[config.mk]
export PLATFORM = sky130hd
export DESIGN_NAME = traffic_light_monitor
export DESIGN_NICKNAME = d
export VERILOG_FILES = /design/src/rtl/traffic_light_monitor.sv
export SDC_FILE = /design/constraint.sdc
export NUM_CORES = 1
export LEC_CHECK = 0
export ABC_AREA = 0
export BUFFER_PORTS_ARGS = -buffer_cell sky130_fd_sc_hd__clkbuf_2
export CORE_AREA = 2 2 59 61
export CTS_BUF_LIST = sky130_fd_sc_hd__clkbuf_2 sky130_fd_sc_hd__clkbuf_4 sky130_fd_sc_hd__clkbuf_8
export CTS_CLUSTER_SIZE = 16
export DETAILED_ROUTE_END_ITERATION = 7
export DIE_AREA = 0 0 61 63
export GPL_ROUTABILITY_DRIVEN = 0
export PLACE_DENSITY = 0.74
export RECOVER_POWER = 25
export SETUP_SLACK_MARGIN = 0.15
export SYNTH_ARGS = -nofsm -noshare
export SYNTH_HDL_FRONTEND = slang
export SYNTH_SLANG_ARGS = --single-unit
export TNS_END_PERCENT = 30
[constraint.sdc]
create_clock -name clk -period 3.3 [get_ports clk]
set_clock_uncertainty 0.05 [all_clocks]
set_input_delay 0.33 -clock clk [delete_from_list [all_inputs] [get_ports clk]]
set_output_delay 0.33 -clock clk [all_outputs]
set_load 0.005 [all_outputs]
[src/rtl/traffic_light_monitor.sv]
// Passive checker for the traffic-light controller outputs: decodes the lamp
// buses into a phase, times each phase and reports encoding/order/timing errors.
module traffic_light_monitor #(
    parameter int GREEN_LEN  = 20,
    parameter int YELLOW_LEN = 3,
    parameter int RED1_LEN   = 57,
    parameter int CNT_W      = 8
) (
    input  logic             clk,
    input  logic             rst,
    input  logic [2:0]       light_s,
    input  logic [2:0]       light_w,
    input  logic             clr_err,
    output logic [1:0]       phase,
    output logic             phase_valid,
    output logic [CNT_W-1:0] dur,
    output logic             cycle_done,
    output logic [3:0]       err_flags,
    output logic             err_pulse,
    output logic [CNT_W-1:0] err_cnt
);

    typedef enum logic [1:0] {
        ST_INIT  = 2'd0,
        ST_SYNC  = 2'd1,
        ST_TRACK = 2'd2
    } state_e;

    localparam logic [2:0]       L_G      = 3'b100;
    localparam logic [2:0]       L_Y      = 3'b010;
    localparam logic [2:0]       L_R      = 3'b001;
    localparam logic [1:0]       PH_WY    = 2'd3;
    localparam logic [CNT_W-1:0] GREEN_C  = CNT_W'(GREEN_LEN);
    localparam logic [CNT_W-1:0] YELLOW_C = CNT_W'(YELLOW_LEN);
    localparam logic [CNT_W-1:0] ONE      = CNT_W'(1);
    localparam logic [CNT_W-1:0] SAT      = '1;

    // The opposing red time is implied by the other road's green+yellow; it is not checked.
    if (RED1_LEN < 0) begin : g_red1_unchecked
    end

    state_e           state_q, state_d;
    logic [1:0]       phase_q, phase_d;
    logic [CNT_W-1:0] dur_q, dur_d;
    logic             valid_q, valid_d;
    logic             cd_q, cd_d;
    logic [3:0]       flags_q, flags_d;
    logic             pulse_q, pulse_d;
    logic [CNT_W-1:0] cnt_q, cnt_d;

    logic             s_ok, w_ok, enc, conf, all_red, legal;
    logic [1:0]       in_phase;
    logic             same, succ;
    logic [CNT_W-1:0] req_len, dur_inc, cnt_base;
    logic [3:0]       new_err;

    always_comb begin
        s_ok     = (light_s == L_G) || (light_s == L_Y) || (light_s == L_R);
        w_ok     = (light_w == L_G) || (light_w == L_Y) || (light_w == L_R);
        enc      = !(s_ok && w_ok);
        conf     = s_ok && w_ok && (light_s != L_R) && (light_w != L_R);
        all_red  = (light_s == L_R) && (light_w == L_R);
        legal    = !(enc || conf || all_red);
        in_phase = 2'd0;
        case ({light_s, light_w})
            {L_G, L_R}: in_phase = 2'd0;
            {L_Y, L_R}: in_phase = 2'd1;
            {L_R, L_G}: in_phase = 2'd2;
            {L_R, L_Y}: in_phase = 2'd3;
            default:    in_phase = 2'd0;
        endcase
        same    = (in_phase == phase_q);
        succ    = (in_phase == phase_q + 2'd1);
        req_len = phase_q[0] ? YELLOW_C : GREEN_C;
        dur_inc = (dur_q == SAT) ? dur_q : dur_q + ONE;
    end

    always_comb begin
        state_d = state_q;
        phase_d = phase_q;
        dur_d   = dur_q;
        cd_d    = 1'b0;
        new_err = {1'b0, all_red, conf, enc};
        if (!legal) begin
            state_d = ST_INIT;
            phase_d = 2'd0;
            dur_d   = '0;
        end else begin
            case (state_q)
                ST_INIT: begin
                    state_d = ST_SYNC;
                    phase_d = in_phase;
                    dur_d   = ONE;
                end
                ST_SYNC: begin
                    if (same) begin
                        dur_d = dur_inc;
                    end else begin
                        phase_d = in_phase;
                        dur_d   = ONE;
                        if (succ) state_d = ST_TRACK;
                        else      new_err[2] = 1'b1;
                    end
                end
                ST_TRACK: begin
                    if (same) begin
                        dur_d = dur_inc;
                        // Overlong is reported as the count passes the limit; the exit check then skips it.
                        if (dur_q == req_len) new_err[3] = 1'b1;
                    end else if (succ) begin
                        if (dur_q < req_len) new_err[3] = 1'b1;
                        cd_d    = (phase_q == PH_WY) && (dur_q == req_len);
                        phase_d = in_phase;
                        dur_d   = ONE;
                    end else begin
                        new_err[2] = 1'b1;
                        state_d    = ST_SYNC;
                        phase_d    = in_phase;
                        dur_d      = ONE;
                    end
                end
                default: begin
                    state_d = ST_INIT;
                    phase_d = 2'd0;
                    dur_d   = '0;
                end
            endcase
        end
        valid_d = (state_d != ST_INIT);
    end

    // A clear in the same cycle as a new error restarts the count at one.
    always_comb begin
        pulse_d  = |new_err;
        flags_d  = (clr_err ? 4'b0 : flags_q) | new_err;
        cnt_base = clr_err ? '0 : cnt_q;
        cnt_d    = cnt_base;
        if (pulse_d && (cnt_base != SAT)) cnt_d = cnt_base + ONE;
    end

    always_ff @(posedge clk or negedge rst) begin
        if (!rst) begin
            state_q <= ST_INIT;
            phase_q <= 2'd0;
            dur_q   <= '0;
            valid_q <= 1'b0;
            cd_q    <= 1'b0;
            flags_q <= 4'b0;
            pulse_q <= 1'b0;
            cnt_q   <= '0;
        end else begin
            state_q <= state_d;
            phase_q <= phase_d;
            dur_q   <= dur_d;
            valid_q <= valid_d;
            cd_q    <= cd_d;
            flags_q <= flags_d;
            pulse_q <= pulse_d;
            cnt_q   <= cnt_d;
        end
    end

    assign phase       = phase_q;
    assign phase_valid = valid_q;
    assign dur         = dur_q;
    assign cycle_done  = cd_q;
    assign err_flags   = flags_q;
    assign err_pulse   = pulse_q;
    assign err_cnt     = cnt_q;

endmodule

==> results.sh <==
export IMPL_run_status="completed"
export IMPL_cts_tree="yes"
export IMPL_rsz0062_at_grt="false"
export IMPL_clock_path_buffers=2
export IMPL_grt_usage_pct=21.28
export IMPL_hp_class="in2reg"
export IMPL_insertion_delay_ns=0.32
export IMPL_ys_warn_count=0
export IMPL_firstDrtPassIters=4
export IMPL_comb_power_share_pct=17.0
export IMPL_synth_area_sq_mm=0.001672
export IMPL_synth_ff_type="dfrtp_1"
export IMPL_p_per_area_mw_per_mm2=312.6
export IMPL_nNetsFinal=229
export IMPL_ant_nets=0
export IMPL_place_ws_ns=0.4189
export IMPL_die_h_microns=63
export IMPL_cp_required_ns=3.48
export IMPL_area_growth_pct=15.49
export IMPL_root_buffer="clkbuf_4"
export IMPL_critPathMaxFanout=8
export IMPL_die_width_microns=61
export IMPL_maxSlewHeadroom_pct=3.726
export IMPL_synth_edf_count=0
export IMPL_yosysSeqAreaShare_pct=40.42
export IMPL_critPathSlowestCell="a2111oi_0"
export IMPL_post_cts_buffers=0
export IMPL_worstPathArrival_ns=3.03
export IMPL_antenna_found_initial=0
export IMPL_layout_cells_non_filler=254
export IMPL_synth_seq_cells=27
export IMPL_drtIter0Drc=81
export IMPL_critical_path_max_stage_delay_ns=0.48
export IMPL_async_flop_share_pct=100.0
export IMPL_cp_start_kind="flip-flop"
export IMPL_grt_max_degree=28
export IMPL_ys_types=50
export IMPL_leakagePower_nw=0.9271
export IMPL_syn_area_per_cell_sq_um=9.775
export IMPL_fp_dieArea_sq_mm=0.003843
export IMPL_synth_most_common_cell="dfrtp_1"
export IMPL_drc_errors=0
export IMPL_vias=1465
export IMPL_syn_inst=171
export IMPL_wl_per_cell_microns=14.55
export IMPL_synth_area_leaders="dfrtp_1 (40%), ha_1 (8.2%), nand3_1 (3.9%)"
export IMPL_hold_buffers=1
export IMPL_drv_slew=0
export IMPL_fillCellCount=302
export IMPL_cp_cell_sequence="inv_1, ha_1, nor2b_1, o21ai_0, nand2_1, a2111oi_0, a31oi_1, o211a_4, inv_4, and2_4, mux2_4"
export IMPL_cts_resized_gates=0
export IMPL_cts_buffers=3
export IMPL_setup_violations=0
export IMPL_period_share_pct=86.60
export IMPL_diodes=0
export IMPL_drive_gt1_share_pct=22.60
export IMPL_power_switching_mw=0.1685
export IMPL_io_pins=34
export IMPL_fin_ws_ns=0.4420
export IMPL_cts_sinks=27
export IMPL_end_kind="flip-flop"
export IMPL_swShare_pct=27.91
export IMPL_synth_top_area_share_pct=40.42
export IMPL_ys_top_cells_by_count="dfrtp_1 (27), nand3_1 (13), o21ai_0 (12), ha_1 (11)"
export IMPL_maxCapViolCount=0
export IMPL_grt_pass1_vias=1418
export IMPL_cts_max_level=1
export IMPL_setup_tns_ns=0
export IMPL_vias_per_cell=5.768
export IMPL_portBuffers=33
export IMPL_path_clk_slew_ns=0.15
export IMPL_fp_row_count=21
export IMPL_hold_viol_final=0
export IMPL_place_inst=249
export IMPL_p_clk_share_pct=23.4
export IMPL_synth_nets=191
export IMPL_p_int_mw=0.4351
export IMPL_grt_pass1_wl_microns=6334
export IMPL_grt_overflow_total=0
export IMPL_p_seq_share_pct=59.6
export IMPL_vdd_ir_drop_max_mv=0.1938
export IMPL_tightest_slew_ns=1.444
export IMPL_start_util_pct=51.72
export IMPL_core_area_sq_mm=0.003232
export IMPL_yosys_area_top_type="dfrtp_1"
export IMPL_routed_wirelength_microns=3695
export IMPL_max_freq_ghz=0.3499
export IMPL_path_class="reg2reg"
export IMPL_hpwl_microns=2867
export IMPL_fin_crit_ns=2.858
## power groups by stage
| stage | Sequential (mW) | Clock (mW) | Combinational, mW |
|---|---|---|---|
| floorplan | 0.363 | 0 | 0.0582 |
| global placement | 0.365 | 0 | 0.0969 |
| detailed placement | 0.366 | 0 | 0.101 |
| CTS | 0.360 | 0.150 | 0.103 |
| global route | 0.362 | 0.161 | 0.114 |
| finish | 0.360 | 0.141 | 0.102 |
## routing by layer
metal / wire length, microns / track usage, % / vias to the layer above
met2: 1859 / 35.22 / 46
li1: - / - / 718
met5: 0 / 0 / -
met1: 1633 / 27.21 / 693
met4: 59 / 8.152 / 0
met3: 143 / 3.313 / 8
## through the flow
stage          hold WS, ns  utilization, %  power (mW)  area, sq um
2_1_floorplan     -0.01559               -      0.4215         1672
3_5_place_dp        0.3487           58.61      0.4673         1894
3_3_place_gp        0.3337           58.61      0.4617         1894
5_1_grt             0.2436           59.74      0.6377         1931
6_report            0.2368           59.74      0.6036         1931
4_1_cts             0.2175           59.78      0.6133         1932
## kinds of logic after synthesis
logic type	after synthesis	synth area share [%]
muxes	2	1.497
xor gates and xnor gates	12	6.737
and+or+nand+nor	65	22.61
AOI/OAI and AO/OA	43	17.89
adders and majority gates	11	8.233
DFF	27	40.42
buffers and inverters	11	2.620
## cells in the final DEF, fill, tap and decap left out, drive strengths merged, types with 2 or more instances in the layout
| cell | Yosys | final |
|---|---|---|
| nor2 | 9 | 9 |
| xor2 | 7 | 7 |
| o31ai | 4 | 4 |
| nor2b | 5 | 5 |
| o211ai | 2 | 2 |
| and4bb | 2 | 2 |
| a31oi | 2 | 2 |
| nand2 | 9 | 9 |
| ha | 11 | 11 |
| a32o | 2 | 2 |
| nand3 | 13 | 13 |
| dfrtp | 27 | 27 |
| clkbuf | 2 | 36 |
| nand4 | 3 | 3 |
| and3 | 5 | 5 |
| o21ai | 16 | 16 |
| or2 | 3 | 3 |
| xnor2 | 5 | 5 |
| nor3 | 5 | 5 |
| a21oi | 4 | 4 |
| inv | 9 | 9 |
| or3 | 3 | 3 |
| a21boi | 2 | 2 |
| and4 | 2 | 2 |
## critical path, delay by kind of cell, from the launching register on
kind	cells	cell delay, ns
buf+inv	2	0.22
fa+ha+maj	1	0.32
simple gates	3	0.38
flops	1	0.47
mux	1	0.29
compound gates	4	1.04
## cell type report
class                   instances  area, sq um  share of cell area, %
well taps                      46        57.56                  2.981
repair buffers                 35        181.4                  9.397
inverters                       9        36.28                  1.879
flip-flops and latches         27        675.6                  35.00
clock inverters                 1        5.005                 0.2592
clock buffers                   3        22.52                  1.167
multi-input cells             133        952.2                  49.32
## flip-flops by register name (all words and copies together) (netlist names)
register and count:
dur 8, cycle_done 1, phase_valid 1, err_pulse 1, phase 2, err_cnt 8, state_q 2, err_flags 4
## path summary, 6_finish.rpt
| kind | from | to | slack (ns) | cells past startpoint |
|---|---|---|---|---|
| hold / removal | clr_err | err_cnt[7]$_DFF_PN0_ | 0.24 | 2 |
| setup / recovery | phase[0]$_DFFE_PN0P_ | err_cnt[1]$_DFF_PN0_ | 0.44 | 11 |
| min in group asynchronous | rst | dur[0]$_DFFE_PN0P_ | 0.81 | 2 |
| hold reg to reg | err_cnt[6]$_DFF_PN0_ | err_cnt[6]$_DFF_PN0_ | 0.47 | 1 |
| setup reg to reg | phase[0]$_DFFE_PN0P_ | err_cnt[1]$_DFF_PN0_ | 0.44 | 11 |
| max in group asynchronous | rst | err_flags[3]$_DFF_PN0_ | 1.55 | 2 |
No activity file was read; power rests on OpenSTA's default activity.
